`config.mk`:
```
export PLATFORM = sky130hd
export DESIGN_NAME = cv32e40s_alert_esc_flat
export DESIGN_NICKNAME = d
export VERILOG_FILES = /design/src/rtl/cv32e40s_alert_esc_if.sv /design/src/rtl/cv32e40s_alert_esc.sv /design/src/flat_wrapper.sv
export SDC_FILE = /design/constraint.sdc
export NUM_CORES = 1
export LEC_CHECK = 0
export CAP_MARGIN = 20
export CORE_UTILIZATION = 58
export DETAILED_ROUTE_END_ITERATION = 16
export GPL_TIMING_DRIVEN = 0
export PLACE_DENSITY = 0.84
export SYNTH_ARGS = -nofsm -noshare
export SYNTH_HDL_FRONTEND = slang
export SYNTH_SLANG_ARGS = --single-unit
```
`constraint.sdc`:
```
create_clock -name clk -period 3.4 [get_ports clk]
set_clock_uncertainty 0.05 [all_clocks]
set_input_delay 0.68 -clock clk [delete_from_list [all_inputs] [get_ports clk]]
set_output_delay 0.68 -clock clk [all_outputs]
set_load 0.1 [all_outputs]
```
`src/rtl/cv32e40s_alert_esc_if.sv`:
```
// Alert/escalation bus between the alert sources, the escalation handler and
// cv32e40s_alert_esc. Signal names keep the DUT-side direction suffixes.
`timescale 1ns/1ps

interface cv32e40s_alert_esc_if #(
  parameter int unsigned CNT_W = 4
);
  logic             alert_minor_i;
  logic             alert_major_i;
  logic             esc_ack_i;
  logic             esc_req_o;
  logic [1:0]       esc_cause_o;
  logic [CNT_W-1:0] minor_cnt_o;
  logic [7:0]       esc_cnt_o;

  // Alert sources and escalation handler side.
  modport master (
    output alert_minor_i, alert_major_i, esc_ack_i,
    input  esc_req_o, esc_cause_o, minor_cnt_o, esc_cnt_o
  );

  // Escalation block side.
  modport slave (
    input  alert_minor_i, alert_major_i, esc_ack_i,
    output esc_req_o, esc_cause_o, minor_cnt_o, esc_cnt_o
  );
endinterface

```
`src/rtl/cv32e40s_alert_esc.sv`:
```
// Alert escalation: leaky minor-alert counter plus a four-phase escalation
// request FSM with sticky pending causes and a saturating escalation counter.
`timescale 1ns/1ps

module cv32e40s_alert_esc #(
  parameter int unsigned CNT_W           = 4,
  parameter int unsigned MINOR_THRESHOLD = 8,
  parameter int unsigned LEAK_PERIOD     = 1024
) (
  input logic                 clk,
  input logic                 rst,
  cv32e40s_alert_esc_if.slave bus
);

  localparam int unsigned       LEAK_W    = $clog2(LEAK_PERIOD);
  localparam logic [LEAK_W-1:0] LEAK_LAST = LEAK_W'(LEAK_PERIOD - 1);
  localparam logic [CNT_W-1:0]  CNT_MAX   = '1;
  localparam logic [CNT_W-1:0]  THRESHOLD = CNT_W'(MINOR_THRESHOLD);

  typedef enum logic [1:0] {
    IDLE = 2'd0,
    REQ  = 2'd1,
    WAIT = 2'd2
  } state_e;

  state_e            state_q;
  logic [LEAK_W-1:0] leak_q, leak_d;
  logic [CNT_W-1:0]  minor_q, minor_d;
  logic [CNT_W-1:0]  minor_inc;
  logic [1:0]        cause_q, pending_q;
  logic [1:0]        events;
  logic              esc_req_q;
  logic [7:0]        esc_cnt_q;
  logic              leak;
  logic              minor_esc;

  // NOTE: every signal gets a default at the top of always_comb so that no
  // path leaves it unassigned, which would otherwise infer a latch.
  always_comb begin
    leak      = (leak_q == LEAK_LAST);
    leak_d    = leak ? '0 : leak_q + LEAK_W'(1);
    minor_inc = (minor_q == CNT_MAX) ? minor_q : minor_q + CNT_W'(1);
    minor_esc = 1'b0;
    minor_d   = minor_q;

    // A leak and an alert in the same cycle cancel out.
    if (bus.alert_minor_i && !leak) begin
      if (minor_inc >= THRESHOLD) begin
        minor_esc = 1'b1;
        minor_d   = '0;
      end else begin
        minor_d = minor_inc;
      end
    end else if (leak && !bus.alert_minor_i && (minor_q != '0)) begin
      minor_d = minor_q - CNT_W'(1);
    end

    events = {minor_esc, bus.alert_major_i};
  end

  // NOTE: sequential state uses non-blocking assignments so every register
  // samples the pre-edge values regardless of statement order.
  always_ff @(posedge clk) begin
    if (rst) begin
      leak_q  <= '0;
      minor_q <= '0;
    end else begin
      leak_q  <= leak_d;
      minor_q <= minor_d;
    end
  end

  always_ff @(posedge clk) begin
    if (rst) begin
      state_q   <= IDLE;
      cause_q   <= 2'b00;
      pending_q <= 2'b00;
      esc_req_q <= 1'b0;
      esc_cnt_q <= 8'd0;
    end else begin
      unique case (state_q)
        IDLE: begin
          if (events != 2'b00) begin
            state_q   <= REQ;
            cause_q   <= events;
            esc_req_q <= 1'b1;
          end
        end
        REQ: begin
          pending_q <= pending_q | events;
          if (bus.esc_ack_i) begin
            state_q   <= WAIT;
            esc_req_q <= 1'b0;
            if (esc_cnt_q != 8'hFF) esc_cnt_q <= esc_cnt_q + 8'd1;
          end
        end
        WAIT: begin
          if (bus.esc_ack_i) begin
            pending_q <= pending_q | events;
          end else if ((pending_q | events) != 2'b00) begin
            // Re-request immediately; this cycle's events fold into the cause.
            state_q   <= REQ;
            cause_q   <= pending_q | events;
            pending_q <= 2'b00;
            esc_req_q <= 1'b1;
          end else begin
            state_q <= IDLE;
            cause_q <= 2'b00;
          end
        end
        default: begin
          state_q   <= IDLE;
          cause_q   <= 2'b00;
          pending_q <= 2'b00;
          esc_req_q <= 1'b0;
        end
      endcase
    end
  end

  assign bus.esc_req_o   = esc_req_q;
  assign bus.esc_cause_o = cause_q;
  assign bus.minor_cnt_o = minor_q;
  assign bus.esc_cnt_o   = esc_cnt_q;

endmodule

```
`src/flat_wrapper.sv`:
```
// flat-port wrapper written by rule: the top's interface ports become plain ports
module cv32e40s_alert_esc_flat 
#(
  parameter int unsigned CNT_W           = 4,
  parameter int unsigned MINOR_THRESHOLD = 8,
  parameter int unsigned LEAK_PERIOD     = 1024
)
  (clk, rst, bus_alert_minor_i, bus_alert_major_i, bus_esc_ack_i, bus_esc_req_o, bus_esc_cause_o, bus_minor_cnt_o, bus_esc_cnt_o);
  cv32e40s_alert_esc_if #(.CNT_W(CNT_W)) bus_i ();
  input logic clk;
  input logic rst;
  input wire logic [$bits(bus_i.alert_minor_i)-1:0] bus_alert_minor_i;
  input wire logic [$bits(bus_i.alert_major_i)-1:0] bus_alert_major_i;
  input wire logic [$bits(bus_i.esc_ack_i)-1:0] bus_esc_ack_i;
  output wire logic [$bits(bus_i.esc_req_o)-1:0] bus_esc_req_o;
  output wire logic [$bits(bus_i.esc_cause_o)-1:0] bus_esc_cause_o;
  output wire logic [$bits(bus_i.minor_cnt_o)-1:0] bus_minor_cnt_o;
  output wire logic [$bits(bus_i.esc_cnt_o)-1:0] bus_esc_cnt_o;
  assign bus_i.alert_minor_i = bus_alert_minor_i;
  assign bus_i.alert_major_i = bus_alert_major_i;
  assign bus_i.esc_ack_i = bus_esc_ack_i;
  assign bus_esc_req_o = bus_i.esc_req_o;
  assign bus_esc_cause_o = bus_i.esc_cause_o;
  assign bus_minor_cnt_o = bus_i.minor_cnt_o;
  assign bus_esc_cnt_o = bus_i.esc_cnt_o;
  cv32e40s_alert_esc #(.CNT_W(CNT_W), .MINOR_THRESHOLD(MINOR_THRESHOLD), .LEAK_PERIOD(LEAK_PERIOD)) u_core (.clk(clk), .rst(rst), .bus(bus_i));
endmodule
```
==> out/metrics.cfg, run 1 <==
[min_path]
hold_class=flip-flop to flip-flop
min_from=u_core.leak_q[0]$_SDFF_PP0_
hold_depth=1
min_to=u_core.leak_q[0]$_SDFF_PP0_

[route]
drc_errors=0
drtAntennaViolNets=0
drt_iter0_drc=39
routed_wl_um=2960
viasPerCell=5.68
wl_per_cell_um=13.5
vias=1249
dr.pass1.iters=5

[synthesis]
synth_area_leaders=dfxtp_1, nor2_1, xor2_1
syn_inst=166
yosysTopAreaCellShare_pct=39.3
avgSynthCellArea_um2=8.91
synthArstFlopShare_pct=0
synth_fp_nets=179
synth_enable_flop_cells=0
synth_ff_type=dfxtp_1
synth_top_cell_by_area=dfxtp_1
synth_common_cells=dfxtp_1, nor2_1, xor2_1
synth_area_mm2=0.00148
ys_ff_latch=29
synth_seq_area_share_pct=39.3
ys_warn_count=0
yosys.cell_count.top_type=dfxtp_1
synth_cell_types=38

[sta]
finalHoldViolCount=0
setup_violations=0
worst_pin_slew_ps=972
setup_ws_ps=681
setup-tns-final_ps=0
slew_headroom_pct=35.0
finalMaxSlewViolations=0
finalCriticalPeriod_ps=2720
max_freq_mhz=368
final.period_utilization_pct=80.0
rsz0062_at_grt=no

[grt]
track_usage_pct=24.5
grt_start_max_net_pins=11
grt_overflow=0
antenna_found_initial=0
grt_pass1_wl_um=4890
grt_pass1_vias=1149

[placed_design]
dp_slack_ps=1040
gp_congestion=0.889
dp_hpwl_um=2110
io_buffers=19
numPlacedInstances=213

[worst_setup_path]
crit_start=u_core.bus.esc_cnt_o[0]$_SDFFE_PP0P_
worstPathCellList=clkdlybuf4s50_1
cp_slowest_cell=clkdlybuf4s50_1
critPathMaxFanout=6
path_buf_inv=1
path_delay_family=buffers and inverters
crit_type=flip-flop to output port
critPathRequiredTime_ps=2670
timing.rr.start=u_core.bus.minor_cnt_o[0]$_SDFFE_PP0P_
cp-start-kind=flip-flop
worstRegToRegCells=6
cp_data_arrival_time_ps=1990
critPathMaxStageDelay_ps=1190
cp-end-kind=output port
rrSetupSlack_ps=1420
r2r-end=u_core.state_q[1]$_SDFFE_PP0P_

[die]
fp.dieH_um=52.5
rows=17
start_util_pct=64.4
coreArea_mm2=0.00230
dieArea_mm2=0.00276
io_pins=20
die_w_um=52.5

[power_and_ir_drop]
p_leak_uw=0.000655
p_per_area_mw_per_mm2=599
ir_drop_v=0.000694

[finish]
fin_nets=205
seqCellArea_um2=581
area_growth_pct=19.0
nFillCells=170
multi_input_area_um2=861
stdcell_count=220
final_layout_size_suffix_gt1_share_pct=6.77
diodes=0

[clock_network]
clk_pin_slew_ps=90
root_buffer=clkbuf_4
cts_setup_buffers=0
numCtsBuffers=5
clkSinkCount=29
clock_latency_ps=330
cts_tree=yes
htree_levels=2
clock_path_buffers=2
ctsResizeCount=0
hold_buffers=0

[status]
status=finished clean

[job]
cap_violations=0

[how the worst max path moves through the flow]
stage / end / slack, ps / cells after the start
2_1_floorplan: u_core.bus.esc_cause_o[1]$_SDFFE_PP0P_ / 980 / 6
4_1_cts: bus_minor_cnt_o[0] / 670 / 1
3_3_place_gp: bus_minor_cnt_o[0] / 1040 / 1
5_1_grt: bus_minor_cnt_o[0] / 640 / 1
3_5_place_dp: u_core.bus.esc_cnt_o[6]$_SDFFE_PP0P_ / 1040 / 6
6_report: bus_esc_cnt_o[0] / 680 / 1
[cells by family (layout without fill, tap and decap cells)]
family,count (synthesis),after routing,synth area share [%]
AOI/OAI and AO/OA,25,25,14.2
xor gates and xnor gates,18,18,10.7
adders and majority gates,8,8,6.77
buffers and inverters,10,36,2.54
DFF,29,29,39.3
muxes,3,3,2.03
and+or+nand+nor,73,73,24.5
[cell usage in the layout (no fill, tap or decap), drive strengths merged, types with 7 or more instances in the layout]
master / count
a21oi: 7
clkbuf: 11
clkdlybuf4s50: 19
dfxtp: 29
ha: 8
nand2: 8
nand3: 12
nor2: 28
xor2: 12
[flip-flops by register name, summed over array words and instances, names as in the netlist]
register                cells
u_core.leak_q              10
u_core.bus.esc_cnt_o        8
u_core.bus.minor_cnt_o      4
u_core.bus.esc_cause_o      2
u_core.pending_q            2
u_core.state_q              2
u_core.bus.esc_req_o        1
[metal layers]
metal	track usage, %	routed length, µm	vias to the layer above
li1	-	-	634
met1	29.9	1360	583
met2	39.7	1420	26
met3	7.83	134	6
met4	9.65	44	0
met5	0	0	-
[report_power, final]
part / switching (µW) / total (µW) / internal (µW)
Sequential: 32.5 / 406 / 374
Combinational: 299 / 434 / 135
Clock: 116 / 213 / 97.4
Total: 447 / 1050 / 607
[stage by stage]
stage          hold WS [ps]  utilization, %  area (µm²)  total power, µW
6_report                423            76.6        1760             1050
5_1_grt                 435            76.6        1760             1100
4_1_cts                 422            76.6        1760             1050
2_1_floorplan           380               -        1480              753
3_5_place_dp            403            74.2        1700              843
3_3_place_gp            393            74.2        1700              829
[layout make-up]
type / count / area share [%]
Buffer: 4 / 0.853
Clock buffer: 7 / 3.13
Inverter: 6 / 1.28
Multi-Input combinational cell: 127 / 48.9
Sequential cell: 29 / 33.0
Tap cell: 28 / 1.99
Timing Repair Buffer: 19 / 10.8
Power figures use the tool's default switching activity.
==> run 2, diff against run 1 <==
CORE_UTILIZATION = 48   (was 58)
PLACE_DENSITY = 0.74   (was 0.84)
clock period = 2.4 ns   (was 3.4 ns; I/O delays follow)
==> run 2 against run 1 <==
Compared with the run above: the flow now finishes with violations (design-rule violations); clock-buffer cell count increased by 1; hold slack improved by 1.6 ps; global-route usage decreased by 4.7 points; clock power increased by 27%; largest cell class unchanged; highest routed layer unchanged.
==> out/metrics.cfg, run 2 (synthesized netlist as in run 1, its figures left out) <==
[status]
status=finished with violations
violations=design-rule violations

[clock_network]
clock_path_buffers=2  ; unchanged
clkSinkCount=29  ; unchanged
clk_pin_slew_ps=90  ; about the same
root_buffer=clkbuf_4
htree_levels=2  ; unchanged
clock_latency_ps=320  ; about the same
hold_buffers=0  ; unchanged
cts_tree=yes
numCtsBuffers=5  ; unchanged
cts_setup_buffers=0  ; unchanged

[sta]
max_freq_mhz=429
setup_ws_ps=69.5  ; -612 ps
finalMaxSlewViolations=0  ; unchanged
worst_pin_slew_ps=971  ; -1.21 ps
setup_violations=0  ; unchanged
final.period_utilization_pct=97.1
rsz0062_at_grt=no
finalCriticalPeriod_ps=2330
finalHoldViolCount=0  ; unchanged
setup-tns-final_ps=0  ; unchanged
slew_headroom_pct=35.2  ; +0.18 points

[route]
viasPerCell=5.50  ; -3.1%
vias=1232  ; -1.4%
drtAntennaViolNets=0  ; unchanged
routed_wl_um=2810  ; -5.2%
drc_errors=4  ; +4
dr.pass1.iters=10  ; +5
wl_per_cell_um=12.5  ; -6.9%
drt_iter0_drc=30  ; -23%

[placed_design]
dp_slack_ps=266  ; -772 ps
gp_congestion=0.848  ; -4.6%
dp_hpwl_um=2110  ; about the same
place_area_mm2=0.00171  ; +0.37%
io_buffers=19  ; unchanged

[grt]
track_usage_pct=19.8  ; -4.7 points
grt_pass1_wl_um=4980  ; +2.0%
grt_pass1_vias=1215  ; +5.7%
grt_overflow=0  ; unchanged
antenna_found_initial=0  ; unchanged
grt_start_max_net_pins=11  ; unchanged

[finish]
regMostFlops=u_core.leak_q
layout_common_cells=nor2_1, dfxtp_1, xor2_1, nand3_1
fin_nets=205  ; unchanged
final_layout_size_suffix_gt1_share_pct=7.25  ; +0.48 points
diodes=0  ; unchanged
area_growth_pct=19.0  ; unchanged
final_area_mm2=0.00176  ; unchanged
final_util_pct=62.2  ; -14 points
largest_reg_flops=10  ; unchanged
final_common_cell=nor2_1

[power_and_ir_drop]
p_leak_uw=0.000759  ; +16%
ir_drop_v=0.000457  ; -34%
p_per_area_mw_per_mm2=828  ; +38%
finalPower_uw=1460  ; +38%

[die]
fp.dieH_um=57.5  ; +9.5%
coreArea_mm2=0.00283  ; +23%
die_w_um=57.5  ; +9.5%
io_pins=20  ; unchanged
dieArea_mm2=0.00331  ; +20%
rows=19  ; +2
start_util_pct=52.3  ; -12 points

[worst_setup_path]
critPathMaxFanout=2  ; -4
crit_type=flip-flop to output port
path_delay_family=buffers and inverters
critPathRequiredTime_ps=1870  ; -800 ps
critPathMaxStageDelay_ps=1130  ; -60 ps
cp_slowest_cell=clkdlybuf4s50_1
worstPathCellList=clkdlybuf4s50_1
path_buf_inv=1  ; unchanged
cp_data_arrival_time_ps=1800  ; -190 ps
cp-start-kind=flip-flop
cp-end-kind=output port

[job]
cap_violations=0  ; unchanged

[min_path]
hold_class=flip-flop to flip-flop

[run 2: cell types whose count changed in the layout (fill, tap and decap cells not counted)]
cell             change
clkbuf_1             +2
clkbuf_8             -1
clkdlybuf4s50_1     -12
dfxtp_1              -2
dfxtp_2              +2
dlygate4sd2_1        +8
dlymetal6s2s_1       +4
[run 2: path summary, 6_finish.rpt]
kind	startpoint	cells after the start	slack, ps	endpoint
setup / recovery	u_core.bus.esc_req_o$_SDFFE_PP0P_	1	70	bus_esc_req_o
hold / removal	u_core.leak_q[0]$_SDFF_PP0_	1	420	u_core.leak_q[0]$_SDFF_PP0_
setup reg to reg	u_core.bus.minor_cnt_o[0]$_SDFFE_PP0P_	6	500	u_core.state_q[0]$_SDFFE_PP0P_
hold reg to reg	u_core.leak_q[0]$_SDFF_PP0_	1	420	u_core.leak_q[0]$_SDFF_PP0_
[run 2: timing repair]
action | in CTS | in global routing
endpoints found under the setup margin | 8 | 4
resized for setup | 8 | 4
cloned | 0 | 0
[run 2: cell type report]
class | instances | area (µm²)
Buffer | 4 | 15.0
Inverter | 6 | 22.5
Sequential cell | 29 | 583
Timing Repair Buffer | 19 | 190
Tap cell | 31 | 38.8
Clock buffer | 8 | 48.8
Fill cell | 255 | 1070
Multi-Input combinational cell | 127 | 861
[run 2: stage by stage]
stage,instances,hold slack (ps)
6_report,224,425
5_1_grt,224,459
3_5_place_dp,216,410
3_3_place_gp,216,391
2_1_floorplan,166,380
4_1_cts,224,429
[run 2: report_power, final]
group          internal [µW]  leakage (µW)  switching [µW]  total (µW)
Combinational            188      0.000496             425         613
Sequential               530      0.000237            43.6         574
Clock                    116     0.0000265             153         270
[run 2: worst register-to-register path, cell delays in order, from the launching register on]
cell and delay, ps:
dfxtp_2 370, ha_1 230, nand2b_1 140, mux2i_1 410
o21bai_1 180, nor4_2 270, o32ai_2 130
[run 2: metal layers]
metal	wire, µm	track usage (%)	share of wire (%)
met5	0	0	0
met4	72	11.8	2.6
met3	90	4.99	3.2
met2	1320	33.2	47
met1	1330	22.6	47
==> run 3, diff against run 2 <==
CORE_UTILIZATION = 55   (was 48)
DONT_BUFFER_PORTS = 1   (was not set)
PLACE_DENSITY = 0.73   (was 0.74)
==> run 3 against run 2 <==
Compared with the run above: the flow now finishes without violations; sequential power grew 35%; clock power grew 8.9%; sequential share of layout area grew 4.4 points; critical path depth grew 3; fmax grew 5.2%; setup slack gained 110 ps; core utilization grew 1.3 points; global-route usage grew 0.63 points; die area shrank 12%; hold slack lost 210 ps; combinational power shrank 42%; register-to-register slack lost 320 ps; largest cell class unchanged; highest routed layer unchanged.
==> out/metrics.cfg, run 3 (synthesized netlist as in run 1, its figures left out) <==
[finish]
final_layout_size_suffix_gt1_share_pct=12.7  ; +5.5 points
final_util_pct=63.5  ; +1.3 points
fin_nets=186  ; -9.3%
regMostFlops=u_core.leak_q
layout_common_cells=nor2_1, dfxtp_1, xor2_1, nand3_1
diodes=0  ; unchanged
final_area_mm2=0.00159  ; -9.7%
area_growth_pct=7.36
final_common_cell=nor2_1
largest_reg_flops=10  ; unchanged

[sta]
finalCriticalPeriod_ps=2220  ; -115 ps
final.period_utilization_pct=92.3  ; -4.8 points
finalMaxSlewViolations=0  ; unchanged
rsz0062_at_grt=no
fin_hold_ws_ps=212  ; -212 ps
worst_pin_slew_ps=1060  ; +92.4 ps
finalHoldViolCount=0  ; unchanged
setup-tns-final_ps=0  ; unchanged
slew_headroom_pct=29.0  ; -6.2 points
setup_violations=0  ; unchanged
max_freq_mhz=451  ; +5.2%

[clock_network]
clock_latency_ps=320  ; about the same
clock_path_buffers=2  ; unchanged
htree_levels=2  ; unchanged
root_buffer=clkbuf_4
clk_pin_slew_ps=80  ; about the same
numCtsBuffers=5  ; unchanged
cts_tree=yes
clkSinkCount=29  ; unchanged
hold_buffers=0  ; unchanged

[worst_setup_path]
crit_type=flip-flop to flip-flop
cp-end-kind=flip-flop
cp_data_arrival_time_ps=2370  ; +570 ps
critPathRequiredTime_ps=2550  ; +680 ps
rrSetupSlack_ps=180  ; -320 ps
critPathMaxFanout=8  ; +6
cp-start-kind=flip-flop

[grt]
track_usage_pct=20.4  ; +0.63 points
grt_pass1_wl_um=4130  ; -17%
antenna_found_initial=0  ; unchanged
grt_pass1_vias=1043  ; -14%
grt_overflow=0  ; unchanged
grt_start_max_net_pins=11  ; unchanged

[min_path]
hold_class=input port to flip-flop

[power_and_ir_drop]
p_per_area_mw_per_mm2=896  ; +8.1%
ir_drop_v=0.000716  ; +57%
p_leak_uw=0.000592  ; -22%

[route]
viasPerCell=5.87  ; +6.7%
dr.pass1.iters=4  ; -6
drtAntennaViolNets=0  ; unchanged
routed_wl_um=2720  ; -3.2%
vias=1191  ; -3.3%
drt_iter0_drc=27  ; -10%
drc_errors=0  ; -4
wl_per_cell_um=13.4  ; +6.9%

[status]
status=finished clean

[die]
rows=18  ; -1
io_pins=20  ; unchanged
die_w_um=53.9  ; -6.3%
start_util_pct=59.2  ; +6.9 points
fp.dieH_um=53.9  ; -6.3%
coreArea_mm2=0.00250  ; -12%
dieArea_mm2=0.00290  ; -12%

[placed_design]
gp_congestion=0.765  ; -9.9%
io_buffers=0  ; -19
place_area_mm2=0.00152  ; -11%
dp_hpwl_um=1960  ; -7.3%

[job]
cap_violations=0  ; unchanged

run 3: what timing repair did:
item                                    CTS  global route
gates cloned                              0             0
endpoints found under the hold margin     0             0
buffers inserted                          0             0
pin swaps                                 0             0
endpoints found under the setup margin   11             3
resized for setup                         4             5
run 3: worst max-delay path, stage by stage (launching register included):
cell	delay, ps
dfxtp_1	1030
a41oi_2	470
and4_1	370
xnor2_1	130
nor2_1	60
run 3: path summary, 6_finish.rpt:
| path | endpoint | start | cells after the start |
|---|---|---|---|
| max | u_core.bus.esc_cnt_o[6]$_SDFFE_PP0P_ | u_core.bus.esc_cnt_o[6]$_SDFFE_PP0P_ | 4 |
| max reg2reg | u_core.bus.esc_cnt_o[6]$_SDFFE_PP0P_ | u_core.bus.esc_cnt_o[6]$_SDFFE_PP0P_ | 4 |
| min | u_core.state_q[0]$_SDFFE_PP0P_ | rst | 1 |
| min reg2reg | u_core.leak_q[0]$_SDFF_PP0_ | u_core.leak_q[0]$_SDFF_PP0_ | 1 |
run 3: layout make-up:
class,count,area (µm²)
multi-input combinational,127,861
tap,30,37.5
clock buffer,7,55.1
fill,214,912
buffer,4,15.0
inverter,6,22.5
sequential,29,597
run 3: per-layer routing:
layer / wire length (µm) / part of all wire (%) / track usage, % / vias up
met5: 0 / 0 / 0 / -
met4: 31 / 1.1 / 8.33 / 0
met3: 162 / 6.0 / 9.04 / 6
met2: 1290 / 47 / 32.7 / 31
met1: 1240 / 46 / 23.5 / 555
li1: - / - / - / 599
run 3: power breakdown:
| part | switching, µW | internal [µW] | total [µW] |
|---|---|---|---|
| clock network | 156 | 138 | 294 |
| registers | 243 | 530 | 774 |
| logic | 210 | 145 | 354 |
| total | 609 | 813 | 1420 |
run 3: per-stage QoR:
step	instances	total power (µW)	worst slack [ps]
after global routing	203	1510	52.7
after floorplan	166	1070	15.7
after CTS	203	1430	15.2
after global placement	196	1120	-113
final	203	1420	184
after detailed placement	196	1130	-155
